==> config.mk <==
export PLATFORM = sky130hd
export DESIGN_NAME = arb_req_client
export DESIGN_NICKNAME = d
export VERILOG_FILES = /design/src/rtl/arb_req_client.sv
export SDC_FILE = /design/constraint.sdc
export NUM_CORES = 1
export LEC_CHECK = 0
export ABC_AREA = 0
export BUFFER_PORTS_ARGS = -buffer_cell sky130_fd_sc_hd__buf_4
export CAP_MARGIN = 30
export CORE_ASPECT_RATIO = 0.75
export CORE_MARGIN = 2
export CORE_UTILIZATION = 30
export DETAILED_ROUTE_END_ITERATION = 10
export GPL_TIMING_DRIVEN = 0
export MAX_ROUTING_LAYER = met4
export PLACE_DENSITY = 0.57
export SLEW_MARGIN = 0
export SYNTH_ARGS = -nofsm -noshare
export SYNTH_HDL_FRONTEND = slang
export SYNTH_SLANG_ARGS = --single-unit
==> constraint.sdc <==
create_clock -name clk -period 2.7 [get_ports clk]
set_input_delay 0.135 -clock clk [delete_from_list [all_inputs] [get_ports clk]]
set_output_delay 0.135 -clock clk [all_outputs]
set_load 0.1 [all_outputs]
==> src/rtl/arb_req_client.sv <==
// arb_req_client
// Requester-side agent for an N-way round-robin arbiter. Each channel keeps a
// count of pending transaction tokens and holds its req line while that count
// is non-zero. Every grant it receives while requesting retires one token.
// The block also watches the arbiter's gnt stream and raises sticky error
// flags for these conditions:
//   - more than one grant bit set in the same cycle,
//   - a grant to a channel that is not requesting,
//   - a request that waits too long without being granted.
// It serves both as the arbiter's client in the design and as a protocol
// monitor in benches.

module arb_req_client #(
    parameter int n          = 3,
    parameter int DEPTH      = 4,
    parameter int STARVE_MAX = 16
) (
    input  logic         clk,
    input  logic         rst,
    input  logic [n:0]   push,
    input  logic [n:0]   gnt,
    input  logic         err_clr,
    output logic [n:0]   req,
    output logic [n:0]   done,
    output logic [n:0]   full,
    output logic [n:0]   drop,
    output logic         err_onehot,
    output logic         err_spur,
    output logic         err_starve
);

    localparam int CW = $clog2(DEPTH + 1);
    localparam int WW = $clog2(STARVE_MAX + 1);

    localparam logic [CW-1:0] CNT_MAX  = CW'(DEPTH);
    localparam logic [WW-1:0] WAIT_MAX = WW'(STARVE_MAX);

    logic [CW-1:0] cnt_q  [0:n];
    logic [CW-1:0] cnt_d  [0:n];
    logic [WW-1:0] wait_q [0:n];
    logic [WW-1:0] wait_d [0:n];

    logic [n:0]    done_q;
    logic [n:0]    done_d;
    logic [n:0]    drop_q;
    logic [n:0]    drop_d;
    logic          err_onehot_q;
    logic          err_onehot_d;
    logic          err_spur_q;
    logic          err_spur_d;
    logic          err_starve_q;
    logic          err_starve_d;

    logic [n:0]    take;
    logic [n:0]    spur_hit;
    logic          multi_hit;
    logic          starve_hit;

    // req and full come only from the registered counts, so there is no
    // combinational path from push or gnt to the arbiter-facing outputs.
    always_comb begin
        req  = '0;
        full = '0;
        for (int i = 0; i <= n; i++) begin
            req[i]  = (cnt_q[i] != '0);
            full[i] = (cnt_q[i] == CNT_MAX);
        end
    end

    // A grant only retires a token when the channel is actually requesting.
    // A grant without a request is flagged as spurious and changes nothing.
    always_comb begin
        take      = gnt & req;
        spur_hit  = gnt & ~req;
        multi_hit = ($countones(gnt) > 1);
    end

    // Token count update:
    //   - push and take together cancel out, so a full channel still accepts
    //     the push in that case.
    //   - A push into a full channel that is not being granted is dropped.
    //   - done marks each retired token one cycle after its grant.
    always_comb begin
        drop_d = '0;
        done_d = take;
        for (int i = 0; i <= n; i++) begin
            cnt_d[i] = cnt_q[i];
            if (push[i] && !take[i]) begin
                if (cnt_q[i] != CNT_MAX) begin
                    cnt_d[i] = cnt_q[i] + 1'b1;
                end else begin
                    drop_d[i] = 1'b1;
                end
            end else if (!push[i] && take[i]) begin
                cnt_d[i] = cnt_q[i] - 1'b1;
            end
        end
    end

    // Per-channel wait counter measures how long a request has gone
    // unserved. It saturates so that a long stall never wraps back to a
    // small value.
    always_comb begin
        starve_hit = 1'b0;
        for (int i = 0; i <= n; i++) begin
            wait_d[i] = wait_q[i];
            if (!req[i] || take[i]) begin
                wait_d[i] = '0;
            end else if (wait_q[i] != WAIT_MAX) begin
                wait_d[i] = wait_q[i] + 1'b1;
            end
            if (wait_d[i] == WAIT_MAX) begin
                starve_hit = 1'b1;
            end
        end
    end

    // Sticky error flags.
    // A clear takes priority over a new error detected in the same cycle,
    // so software sees a clean slate right after clearing.
    always_comb begin
        err_onehot_d = err_onehot_q | multi_hit;
        err_spur_d   = err_spur_q   | (|spur_hit);
        err_starve_d = err_starve_q | starve_hit;
        if (err_clr) begin
            err_onehot_d = 1'b0;
            err_spur_d   = 1'b0;
            err_starve_d = 1'b0;
        end
    end

    // State registers. Reset drops every pending token immediately, so req
    // and full fall as soon as rst rises.
    always_ff @(posedge clk or posedge rst) begin
        if (rst) begin
            for (int i = 0; i <= n; i++) begin
                cnt_q[i]  <= '0;
                wait_q[i] <= '0;
            end
            done_q       <= '0;
            drop_q       <= '0;
            err_onehot_q <= 1'b0;
            err_spur_q   <= 1'b0;
            err_starve_q <= 1'b0;
        end else begin
            for (int i = 0; i <= n; i++) begin
                cnt_q[i]  <= cnt_d[i];
                wait_q[i] <= wait_d[i];
            end
            done_q       <= done_d;
            drop_q       <= drop_d;
            err_onehot_q <= err_onehot_d;
            err_spur_q   <= err_spur_d;
            err_starve_q <= err_starve_d;
        end
    end

    assign done       = done_q;
    assign drop       = drop_q;
    assign err_onehot = err_onehot_q;
    assign err_spur   = err_spur_q;
    assign err_starve = err_starve_q;

endmodule

==> reports/summary.txt <==
Outcome -> finished, final reports clean
TritonCTS Sinks -> 43
Buffers added on ports -> 26
Longest Clk Path Bufs -> 2
Vias in the first global route -> 1726
CP Data Arrival Time -> 2.48 ns
Layout area overhead -> 22.1%
CTS clk-pin slew, worst paths -> 0.09 ns
Worst path max stage delay -> 0.55 ns
Initial Util -> 30.7%
Worst path required time -> 2.94 ns
Max Cap Viol -> 0
Post-synthesis instance area -> 0.00240 sq mm
GRT Total Usage -> 11.9%
Critical path class -> reg -> reg
Share of cells above drive strength 1 -> 17.2%
Gr ovfl total -> 0
Largest cells by area after synthesis -> dfrtp_1, nor2_1, xnor2_1
Post-Layout Cell Count -> 395
Register area share after synthesis -> 44.8%
IO Pins -> 30
Diodes inserted -> 0
Final Hold Fails -> 0
Clock Skews -> 0.0103 ns
Syn. warnings -> 0
Die footprint -> 0.00875 sq mm
GPL Wtd Cong -> 0.812
Post-synth top cells -> dfrtp_1, nor2_1, inv_1, xnor2_1, nor3_1
Largest net degree at the start of global routing -> 24
Residual DRC -> 0
Leakage power figure -> 0.00129 uW
Via/cell ratio -> 4.56
First drt pass iteration count -> 4
VDD IR max -> 0.000536 V
Vias -> 1803
Worst Path Max Fanout -> 7
Number of core rows -> 28
Fmax -> 446 MHz
Share of the synthesized area in the top cell type -> 44.8%
Synth unique cells -> 40
Slowest-stage cell, CP -> o31ai_1
Mapped Avg Cell Area -> 9.50 sq um
Critical Path, Cell by Cell -> o31ai_1 -> nand2_1 -> fa_1 -> o21ai_0 -> a311oi_1 -> o22a_1
CTS H-tree lvls -> 2
# setup viols final -> 0
Width of the die -> 107 um
Drt first-iter violations -> 45
Synth Instances -> 253
Post-route setup TNS -> 0 ns
Die Y -> 81.5 um
Slew HR -> 61.2%
Yosys top cell by area -> dfrtp_1
RSZ-0062 raised after global routing -> no
Power per cell area -> 1100 mW/mm^2
Post-synth ARST share -> 100%
Nets@finish -> 313
Initial antenna violation count -> 0
Min Tclk post-route -> 2.24 ns
WL/cell -> 11.7 um
DPL Wire Length -> 3430 um
Most common cell in the synthesized netlist -> dfrtp_1
Slew Viols, Final -> 0
Post_cts resized -> 0
Num CTS Buffers -> 5
Fill count -> 785
CP Launch Type -> flip-flop
Mapped Nets -> 277
Number of flops mapped to enable cells by yosys -> 0
Synth Register Bits -> 43
Post-route ant nets -> 0
Cells after DPL -> 385
Synth Flop Type -> dfrtp_1
Worst-Skew Late Latency -> 0.30 ns
Worst slew pin tran -> 0.578 ns
HP Class -> in -> reg
CTS Root Cell -> clkbuf_8
First-pass GRT wire length -> 8090 um
DRT Wirelength -> 4620 um
CP endpoint kind -> flip-flop
Fin crit share -> 83.1%
CTS tree -> yes
Core box area -> 0.00781 sq mm
[registers in the layout, summed over array words and instances, names as in the netlist]
| name | count |
|---|---|
| drop | 4 |
| err_starve | 1 |
| err_spur | 1 |
| err_onehot | 1 |
| cnt_q | 12 |
| wait_q | 20 |
| done | 4 |
[routing by layer]
layer	GRT usage, %	share of wire (%)
met1	16.0	52
met2	18.2	44
met3	3.02	3.3
met4	3.08	0.56
met5	-	0
[per-stage QoR]
| step | hold slack [ns] | utilization, % | area, sq um | setup WS [ns] | power [uW] |
|---|---|---|---|---|---|
| 2_1_floorplan | 0.192 | - | 2420 | 0.117 | 2310 |
| 4_1_cts | 0.0870 | 37.5 | 2930 | 0.458 | 3250 |
| 3_3_place_gp | 0.313 | 35.2 | 2750 | 0.509 | 2610 |
| 6_report | 0.0920 | 37.5 | 2930 | 0.457 | 3220 |
| 5_1_grt | 0.0913 | 37.5 | 2930 | 0.307 | 3450 |
| 3_5_place_dp | 0.204 | 35.5 | 2780 | 0.479 | 2640 |
[report_power, final]
| part | internal [uW] | switching, uW | total, uW |
|---|---|---|---|
| clock network | 369 | 236 | 605 |
| registers | 823 | 256 | 1080 |
| logic | 514 | 1020 | 1540 |
[area by class of cell]
class	instances	area, sq um	share of cell area [%]
repair buffers	29	243	8.28
plain buffers	6	25.0	0.853
clock inverters	3	67.6	2.30
multi-input cells	180	1230	42.0
well taps	105	131	4.48
flip-flops and latches	43	1080	36.7
clock buffers	5	68.8	2.35
inverters	24	90.1	3.07
[logic make-up (layout without fill, tap and decap cells)]
| group | count (synthesis) | after routing | share of synthesized area, % |
|---|---|---|---|
| AND/OR/NAND/NOR | 101 | 101 | 20.6 |
| adder cells (fa/ha/maj) | 13 | 13 | 8.33 |
| flip-flops | 43 | 43 | 44.8 |
| multiplexers | 3 | 3 | 1.41 |
| AO/OA/AOI/OAI | 39 | 39 | 11.3 |
| XOR/XNOR | 24 | 24 | 8.75 |
| buffers and inverters | 30 | 67 | 4.79 |
[critical path: cells and delay by family, from the launching register on]
family	cells	cell delay (ns)
and+or+nand+nor	1	0.17
AOI/OAI and AO/OA	4	1.01
DFF	1	0.49
adders and majority gates	1	0.52
[final timing paths]
path | from | to | slack, ns | cells after the start
setup reg to reg | cnt_q[9] | cnt_q[10] | 0.46 | 6
min in group asynchronous | rst | cnt_q[9] | 0.42 | 3
setup / recovery | cnt_q[9] | cnt_q[10] | 0.46 | 6
hold / removal | push[3] | drop[3] | 0.09 | 2
hold reg to reg | cnt_q[2] | cnt_q[2] | 0.54 | 1
max in group asynchronous | rst | wait_q[2] | 1.80 | 4
[cell usage in the layout, fill, tap and decap left out, types with 2 or more instances in the layout]
cell type / n
xnor2_1: 15
nor3b_2: 4
o21ai_0: 6
ha_1: 8
and3_1: 7
inv_1: 23
dfrtp_1: 43
nand3b_1: 3
buf_2: 2
fa_1: 5
o21a_1: 2
o31ai_1: 4
o221ai_1: 2
or2_2: 2
clkbuf_8: 5
xor2_1: 9
a21oi_1: 12
nor3b_1: 2
nand2_1: 13
a31oi_1: 3
bufinv_16: 2
dlygate4sd3_1: 2
nand3_1: 11
clkbuf_1: 4
and2_1: 2
nand2b_1: 2
nor3_1: 14
buf_4: 26
mux2_2: 3
nor2_1: 36
[repair_timing]
item	4_1_cts	5_1_grt
setup endpoints to repair	0	0
setup buffers	0	0
hold buffers	2	0
hold endpoints to repair	23	0
Power figures use the tool's default switching activity.
